==> src/rtl/riscv_pkg.sv <==
// Shared core definitions: default datapath widths, the canonical NOP and the
// fetch FSM state encoding used by fetch, decode and the immediate extractor.
package riscv_pkg;

  localparam int DEFAULT_PC_W  = 64;
  localparam int DEFAULT_INS_W = 32;

  // addi x0, x0, 0
  localparam logic [31:0] NOP_INS = 32'h0000_0013;

  typedef enum logic [1:0] {
    REQ  = 2'd0,
    WAIT = 2'd1,
    HOLD = 2'd2
  } fetch_state_t;

endpackage

==> src/rtl/if_id_reg.sv <==
// IF/ID pipeline register. Priority: reset, flush, load, hold on stall, else bubble.
module if_id_reg
  import riscv_pkg::*;
#(
  parameter int PC_W  = DEFAULT_PC_W,
  parameter int INS_W = DEFAULT_INS_W
) (
  input  logic             clk,
  input  logic             reset,
  input  logic             i_flush,
  input  logic             i_load,
  input  logic             i_stall,
  input  logic [PC_W-1:0]  i_pc,
  input  logic [INS_W-1:0] i_ins,
  output logic             o_valid,
  output logic [PC_W-1:0]  o_pc,
  output logic [INS_W-1:0] o_ins
);

  logic             r_valid;
  logic [PC_W-1:0]  r_pc;
  logic [INS_W-1:0] r_ins;

  always_ff @(posedge clk) begin
    if (reset) begin
      r_valid <= 1'b0;
      r_pc    <= '0;
      r_ins   <= INS_W'(NOP_INS);
    end else if (i_flush) begin
      r_valid <= 1'b0;
      r_ins   <= INS_W'(NOP_INS);
    end else if (i_load) begin
      r_valid <= 1'b1;
      r_pc    <= i_pc;
      r_ins   <= i_ins;
    end else if (!i_stall) begin
      // Decode consumed the entry and nothing new arrived: insert a bubble.
      r_valid <= 1'b0;
      r_ins   <= INS_W'(NOP_INS);
    end
  end

  assign o_valid = r_valid;
  assign o_pc    = r_pc;
  assign o_ins   = r_ins;

endmodule

==> src/rtl/fetch_stage.sv <==
// Instruction fetch: owns the PC, issues one imem request at a time, skids a
// response into a one-entry buffer under stall, and honours EX redirects.
module fetch_stage
  import riscv_pkg::*;
#(
  parameter int              PC_W     = DEFAULT_PC_W,
  parameter int              INS_W    = DEFAULT_INS_W,
  parameter logic [PC_W-1:0] RESET_PC = '0
) (
  input  logic             clk,
  input  logic             reset,
  // Request: a transfer happens on a cycle where imem_req_valid && imem_req_ready;
  // while valid and not ready, the address holds unless a redirect replaces it.
  output logic             imem_req_valid,
  input  logic             imem_req_ready,
  output logic [PC_W-1:0]  imem_req_addr,
  input  logic             imem_rsp_valid,
  input  logic [INS_W-1:0] imem_rsp_data,
  input  logic             stall,
  input  logic             redirect_valid,
  input  logic [PC_W-1:0]  redirect_pc,
  output logic             id_valid,
  output logic [PC_W-1:0]  id_pc,
  output logic [INS_W-1:0] id_ins,
  output fetch_state_t     dbg_state
);

  fetch_state_t     r_state;
  logic [PC_W-1:0]  r_pc;
  logic             r_kill;
  logic [PC_W-1:0]  r_buf_pc;
  logic [INS_W-1:0] r_buf_ins;

  fetch_state_t     w_state_n;
  logic [PC_W-1:0]  w_pc_n;
  logic             w_kill_n;
  logic             w_buf_we;
  logic             w_load;
  logic [PC_W-1:0]  w_load_pc;
  logic [INS_W-1:0] w_load_ins;
  logic [PC_W-1:0]  w_pc_inc;

  assign w_pc_inc = r_pc + PC_W'(4);

  always_comb begin
    w_state_n  = r_state;
    w_pc_n     = r_pc;
    w_kill_n   = r_kill;
    w_buf_we   = 1'b0;
    w_load     = 1'b0;
    w_load_pc  = r_pc;
    w_load_ins = imem_rsp_data;
    unique case (r_state)
      REQ: begin
        if (imem_req_ready) begin
          w_state_n = WAIT;
          if (redirect_valid) w_kill_n = 1'b1;
        end
      end
      WAIT: begin
        if (imem_rsp_valid) begin
          w_state_n = REQ;
          if (redirect_valid || r_kill) begin
            // Response belongs to a squashed path; nothing is outstanding now.
            w_kill_n = 1'b0;
          end else if (!stall || !id_valid) begin
            w_load = 1'b1;
            w_pc_n = w_pc_inc;
          end else begin
            w_buf_we  = 1'b1;
            w_pc_n    = w_pc_inc;
            w_state_n = HOLD;
          end
        end else if (redirect_valid) begin
          w_kill_n = 1'b1;
        end
      end
      HOLD: begin
        if (redirect_valid) begin
          w_state_n = REQ;
        end else if (!stall) begin
          w_load     = 1'b1;
          w_load_pc  = r_buf_pc;
          w_load_ins = r_buf_ins;
          w_state_n  = REQ;
        end
      end
      default: w_state_n = REQ;
    endcase
    if (redirect_valid) w_pc_n = redirect_pc;
  end

  always_ff @(posedge clk) begin
    if (reset) begin
      r_state   <= REQ;
      r_pc      <= RESET_PC;
      r_kill    <= 1'b0;
      r_buf_pc  <= '0;
      r_buf_ins <= INS_W'(NOP_INS);
    end else begin
      r_state <= w_state_n;
      r_pc    <= w_pc_n;
      r_kill  <= w_kill_n;
      if (w_buf_we) begin
        r_buf_pc  <= r_pc;
        r_buf_ins <= imem_rsp_data;
      end
    end
  end

  assign imem_req_valid = (r_state == REQ) && !reset;
  assign imem_req_addr  = r_pc;
  assign dbg_state      = r_state;

  if_id_reg #(
    .PC_W  (PC_W),
    .INS_W (INS_W)
  ) u_if_id (
    .clk     (clk),
    .reset   (reset),
    .i_flush (redirect_valid),
    .i_load  (w_load),
    .i_stall (stall),
    .i_pc    (w_load_pc),
    .i_ins   (w_load_ins),
    .o_valid (id_valid),
    .o_pc    (id_pc),
    .o_ins   (id_ins)
  );

endmodule
==> config.mk <==
export PLATFORM = sky130hd
export DESIGN_NAME = fetch_stage
export DESIGN_NICKNAME = d
export VERILOG_FILES = /design/src/rtl/riscv_pkg.sv /design/src/rtl/if_id_reg.sv /design/src/rtl/fetch_stage.sv
export SDC_FILE = /design/constraint.sdc
export NUM_CORES = 1
export LEC_CHECK = 0
export ABC_CLOCK_PERIOD_IN_PS = 3600
export CORE_MARGIN = 5
export CORE_UTILIZATION = 50
export CTS_CLUSTER_SIZE = 25
export DETAILED_ROUTE_END_ITERATION = 6
export PLACE_DENSITY = 0.83
export REMOVE_ABC_BUFFERS = 1
export SLEW_MARGIN = 20
export SYNTH_ARGS = -nofsm -noshare
export SYNTH_HDL_FRONTEND = slang
export SYNTH_SLANG_ARGS = --single-unit
==> constraint.sdc <==
create_clock -name clk -period 3.6 [get_ports clk]
set_input_delay 0.36 -clock clk [delete_from_list [all_inputs] [get_ports clk]]
set_output_delay 0.36 -clock clk [all_outputs]
set_load 0.03 [all_outputs]
Word level (Yosys, flattened, before mapping):

Index checks and enable logic that the tools add are counted.
W data, S select, Z words.

* divide/modulo/power cells: 0
* add/subtract/negate cells: 1
* muxes and demuxes: 34
* equal/unequal tests: 8
* multiply operators: 0
* $lt $le $gt $ge: 0
* bitwise operators: 1
* reduce and logical (&&, ||, !) cells: 15
* shift operators: 0

Operators by type and width (count)
* $mux W64: 6
* $mux W32: 4
* $add A64 B3 Y64 const B: 1
* $mux W1: 15
* $mux W2: 6
* $reduce_and A3 Y1: 3
* $ne A2 B2 Y1 const B: 3
* $ne A3 B3 Y1 const B: 2
* $pmux W2 S3: 1
* $reduce_bool A2 Y1: 3
* $pmux W1 S2: 2
* $logic_not A1 Y1: 3
* $eq A2 B1 Y1 const B: 1
* $eq A2 B2 Y1 const B: 1
* $logic_not A2 Y1: 1
* $logic_or A1 B1 Y1: 2
* $ne A2 B1 Y1 const B: 1
* $reduce_and A2 Y1: 1
* $reduce_or A2 Y1: 1
* $logic_and A1 B1 Y1: 1
* $not A1 Y1: 1

* input bits: 102
* register bits after elaboration: 260
* memory bits (read-only): 0
* RAM bits: 0
* latch bits: 0
* memories kept: 0
* output and inout port bits: 164
* word-level logic and storage cells: 67

Longest topological paths before layout:

* word-level depth: 7
* mapped depth: 10

Hierarchy:

A second synthesis with hierarchy kept.

* cells, all modules: 1511
* area, all modules: 12120.4 µm²

By module, submodules not included
* fetch_stage: area each 8624.5 µm², instances 1, cells an instance 1086, seq. area each 3263.1 µm²
* if_id_reg: area each 3495.9 µm², instances 1, cells an instance 425, seq. area each 1941.9 µm²

Worst setup path after synthesis:

No wires, ideal clock.

* kind: register -> register
* start: register r_state[0] (netlist: dbg_state[0])
* end: register r_pc[39] (netlist: imem_req_addr[39])
* data required time: 3509 ps
* setup slack: 904 ps
* setup time: 91 ps
* buffers on the path: 1
* cell stages (with the launch flop): 8
* arrival time: 2605 ps
* cells stage by stage: dfxtp_1 -> ha_1 -> nand4b_2 -> or3_1 -> buf_6 -> or4_4 -> or4_1 -> a311oi_1

* cells in the longest elaborated chain, start to end: 3

Ends and longest elaborated chain
* from (decl): line fetch_stage.sv:28 `fetch_state_t r_state;`
* from (signal assigned): line fetch_stage.sv:101 `r_state <= w_state_n;`
* $eq A2 B1 Y1: line fetch_stage.sv:53 `unique case (r_state)`
* $reduce_bool A2 Y1 (no line)
* $reduce_and A3 Y1 (no line)
* to (signal assigned): line fetch_stage.sv:102 `r_pc <= w_pc_n;`
* to (decl): line fetch_stage.sv:29 `logic [PC_W-1:0] r_pc;`

Every way passes these cells.
A chain may end at the register's enable or synchronous reset.

Final worst setup path:

* start: register r_state[1] (netlist: dbg_state[1])
* end: register r_pc[50] (netlist: imem_req_addr[50])

Same word-level chain as after synthesis.

==> summary.md <==
| Metric | Value |
|---|---|
| Outcome | finished, final reports clean |
| Crit path time final | 2.83 ns |
| Seq cells post-synth | 260 |
| Worst EP arrival | 3.24 ns |
| Post-detail-place hpwl | 23.7 mm |
| Worst hold margin | 0.194 ns |
| Power Density | 420 nW/um^2 |
| Predominant post-synthesis flop cell | dfxtp_1 |
| Library cells used by synthesis | 52 |
| Placed insts | 1952 |
| Avg Vias per Cell | 5.80 |
| Drt wl/cell | 17.8 um |
| Cell count after synthesis | 1513 |
| Worst Skew | 0.0171 ns |
| Clk pwr share | 0.419 |
| Max-slew violation count | 0 |
| Mux cell area share after synthesis | 0.00694 |
| Initial core utilization | 0.508 |
| Pre-antenna DRT Iters | 7 |
| Register area | 5200 sq um |
| Final instance area | 15100 sq um |
| Initial DRC count | 717 |
| Largest family of logic cells by synthesized area | simple AND/OR/NAND/NOR gates |
| Global-route wire length before repair | 58.3 mm |
| XOR/XNOR Fraction of Synth Area | 0.0243 |
| Least-Margin Pin Slew | 1.07 ns |
| Relative slew slack | 0.287 |
| RSZ-0062 raised after global routing | false |
| Clock transition at the registers of the reported paths | 0.06 ns |
| Period utilization | 0.785 |
| CTS tree | done |
| Fill count | 1882 |
| Post-synth EDFFs | 0 |
| Post-Synth Simple-Gate Area | 0.281 |
| Hold Path Class | input pin to flip-flop |
| Final GP Congestion | 0.853 |
| DR vias | 11600 |
| Final Hold Vio Count | 0 |
| VDD IR max | 0.327 mV |
| Post-synthesis compound-gate area fraction | 0.184 |
| Seq/Total Area, Yosys | 0.451 |
| Total GRT Usage | 0.263 |
| Die Wd | 162 um |
| Initial antenna violation count | 2 |
| WS Path Type | flip-flop to flip-flop |
| Post-CTS Resized | 0 |
| CTS Sinks | 260 |
| Startpoint Class | flip-flop |
| Layout area overhead | 31.2% |
| Die area | 26200 sq um |
| Maxcap violations | 0 |
| Clock Latency Late Sink | 0.53 ns |
| Syn. warnings | 0 |
| Htree depth | 1 |
| Number of remaining DRC errors | 0 |
| Vias in the first global route | 11500 |
| # rows | 55 |
| Antenna Nets Post-Route | 0 |
| Synth top area share | 0.451 |
| Worst path required time | 4.01 ns |
| Logic pwr share | 0.102 |
| WL final | 35.6 mm |
| Adder-cell share of the synthesized area | 0.00434 |
| Residual overflow from global routing | 0 |
| Max clock buf depth | 3 |
| Largest net degree at the start of global routing | 97 |
| Placement Cell Area | 14300 sq um |
| FFs w/ async S/R, synth | 0 |
| Leakage | 5.02 nW |
| Num CTS Buffers | 27 |
| CP Capture Type | flip-flop |
| Footprint of the multi-input gates | 5830 sq um |
| Layout cells sized above 1 | 0.0449 |
| Syn Std Cell Area | 11500 sq um |
| Area leader, netlist | dfxtp_1 |
| Commonest non-fill, non-tap cell in the layout | nand2_1 |
| Most frequent cells in the layout | 419 x nand2_1, 263 x clkdlybuf4s50_1, 260 x dfxtp_1 |
| Synth top area cells | dfxtp_1 45%, nand2_1 14%, a311oi_1 5.9%, a21oi_1 5.7%, nor2_1 5.2% |
| Nets@finish | 1804 |
| Die Height | 162 um |
| Setup_tns | 0 ns |
| Non-filler cells, final | 2002 |
| Switch Pwr | 0.00159 W |
| Buffers on Ports | 265 |
| Sw frac | 0.250 |
| CORE AREA | 22700 sq um |
| Avg Cell Area, Syn | 7.63 sq um |
| Reg power frac | 0.479 |
| Int Pwr | 0.00478 W |
| Ports | 266 |
| Total design power | 0.00637 W |
| Fmax | 354 MHz |
| Clock root cell | clkbuf_16 |
| Setup Viol. Count Final | 0 |
| Worst-path maximum fanout | 17 |
## Yosys cell counts, drive strengths merged, types with 4 or more instances
cell / instances
xor2: 20
and3: 19
xnor2: 12
o31ai: 8
nor2b: 9
inv: 13
a2111oi: 6
a211o: 4
a311oi: 78
dfxtp: 260
a211oi: 29
mux2i: 8
a21oi: 131
nor3: 15
nor4: 17
or4: 10
nand4: 28
a31oi: 31
clkbuf: 116
nand2: 419
nand3: 35
o21ai: 14
ha: 4
nor2: 159
and4: 13
or3: 8
buf: 17
## per-layer routing
metal,routed length (um),part of all wire,GRT usage
met1,14500,0.41,0.320
met5,13,0.00036,0
met2,16500,0.46,0.439
met3,3550,0.10,0.0837
met4,1090,0.031,0.0965
## cell families (layout without fill, tap and decap cells)
family | count (synthesis) | after routing
and+or+nand+nor | 746 | 746
other | 0 | 1
xor gates and xnor gates | 32 | 32
adders and majority gates | 4 | 4
buffers and inverters | 146 | 349
DFF | 260 | 260
AOI/OAI and AO/OA | 317 | 317
muxes | 8 | 8
## worst max-delay path, cell delays in order, from the launching register on
cell	delay [ns]
dfxtp_1	0.34
inv_1	0.09
ha_1	0.26
nand4b_1	0.35
nor4_2	0.61
nand4_1	0.15
buf_4	0.22
or4_1	0.40
a311oi_1	0.29
## layout make-up
type	count	area share
Clock buffer	40	0.0511
Tap cell	285	0.0235
Multi-Input combinational cell	1107	0.385
Sequential cell	260	0.344
Clock inverter	7	0.00397
Antenna cell	1	0.000165
Timing Repair Buffer	289	0.189
Inverter	13	0.00330
## stage by stage
stage / utilization / setup slack (ns)
2_1_floorplan: - / -0.909
3_3_place_gp: 0.629 / 0.199
3_5_place_dp: 0.629 / 0.0792
4_1_cts: 0.666 / 0.335
5_1_grt: 0.667 / 0.543
6_report: 0.667 / 0.774
## flip-flops by register name, summed over array words and instances, names as in the netlist
register,flops
u_if_id.o_pc,64
r_buf_ins,32
dbg_state,2
imem_req_addr,64
u_if_id.o_valid,1
r_kill,1
u_if_id.o_ins,32
r_buf_pc,64
## timing repair
item                                   4_1_cts  5_1_grt
setup buffers                                0        2
endpoints found under the hold margin        0        0
setup endpoints to repair                    0        1
hold buffers                                 0        0
## power by group through the flow
stage | clock [W] | combinational [W] | sequential (W)
2_1_floorplan | 0 | 0.000181 | 0.00320
3_3_place_gp | 0 | 0.000636 | 0.00311
3_5_place_dp | 0 | 0.000647 | 0.00311
4_1_cts | 0.00271 | 0.000651 | 0.00304
5_1_grt | 0.00284 | 0.000699 | 0.00306
6_report | 0.00267 | 0.000650 | 0.00305
## worst paths after layout
path / startpoint / end / slack (ns) / cells after the start
worst min-delay path: reset / dbg_state[0] / 0.19 / 2
worst max register to register: dbg_state[1] / imem_req_addr[50] / 0.77 / 8
worst max-delay path: dbg_state[1] / imem_req_addr[50] / 0.77 / 8
worst min register to register: r_buf_pc[47] / r_buf_pc[47] / 0.45 / 2
(Power assumes the default switching activity.)
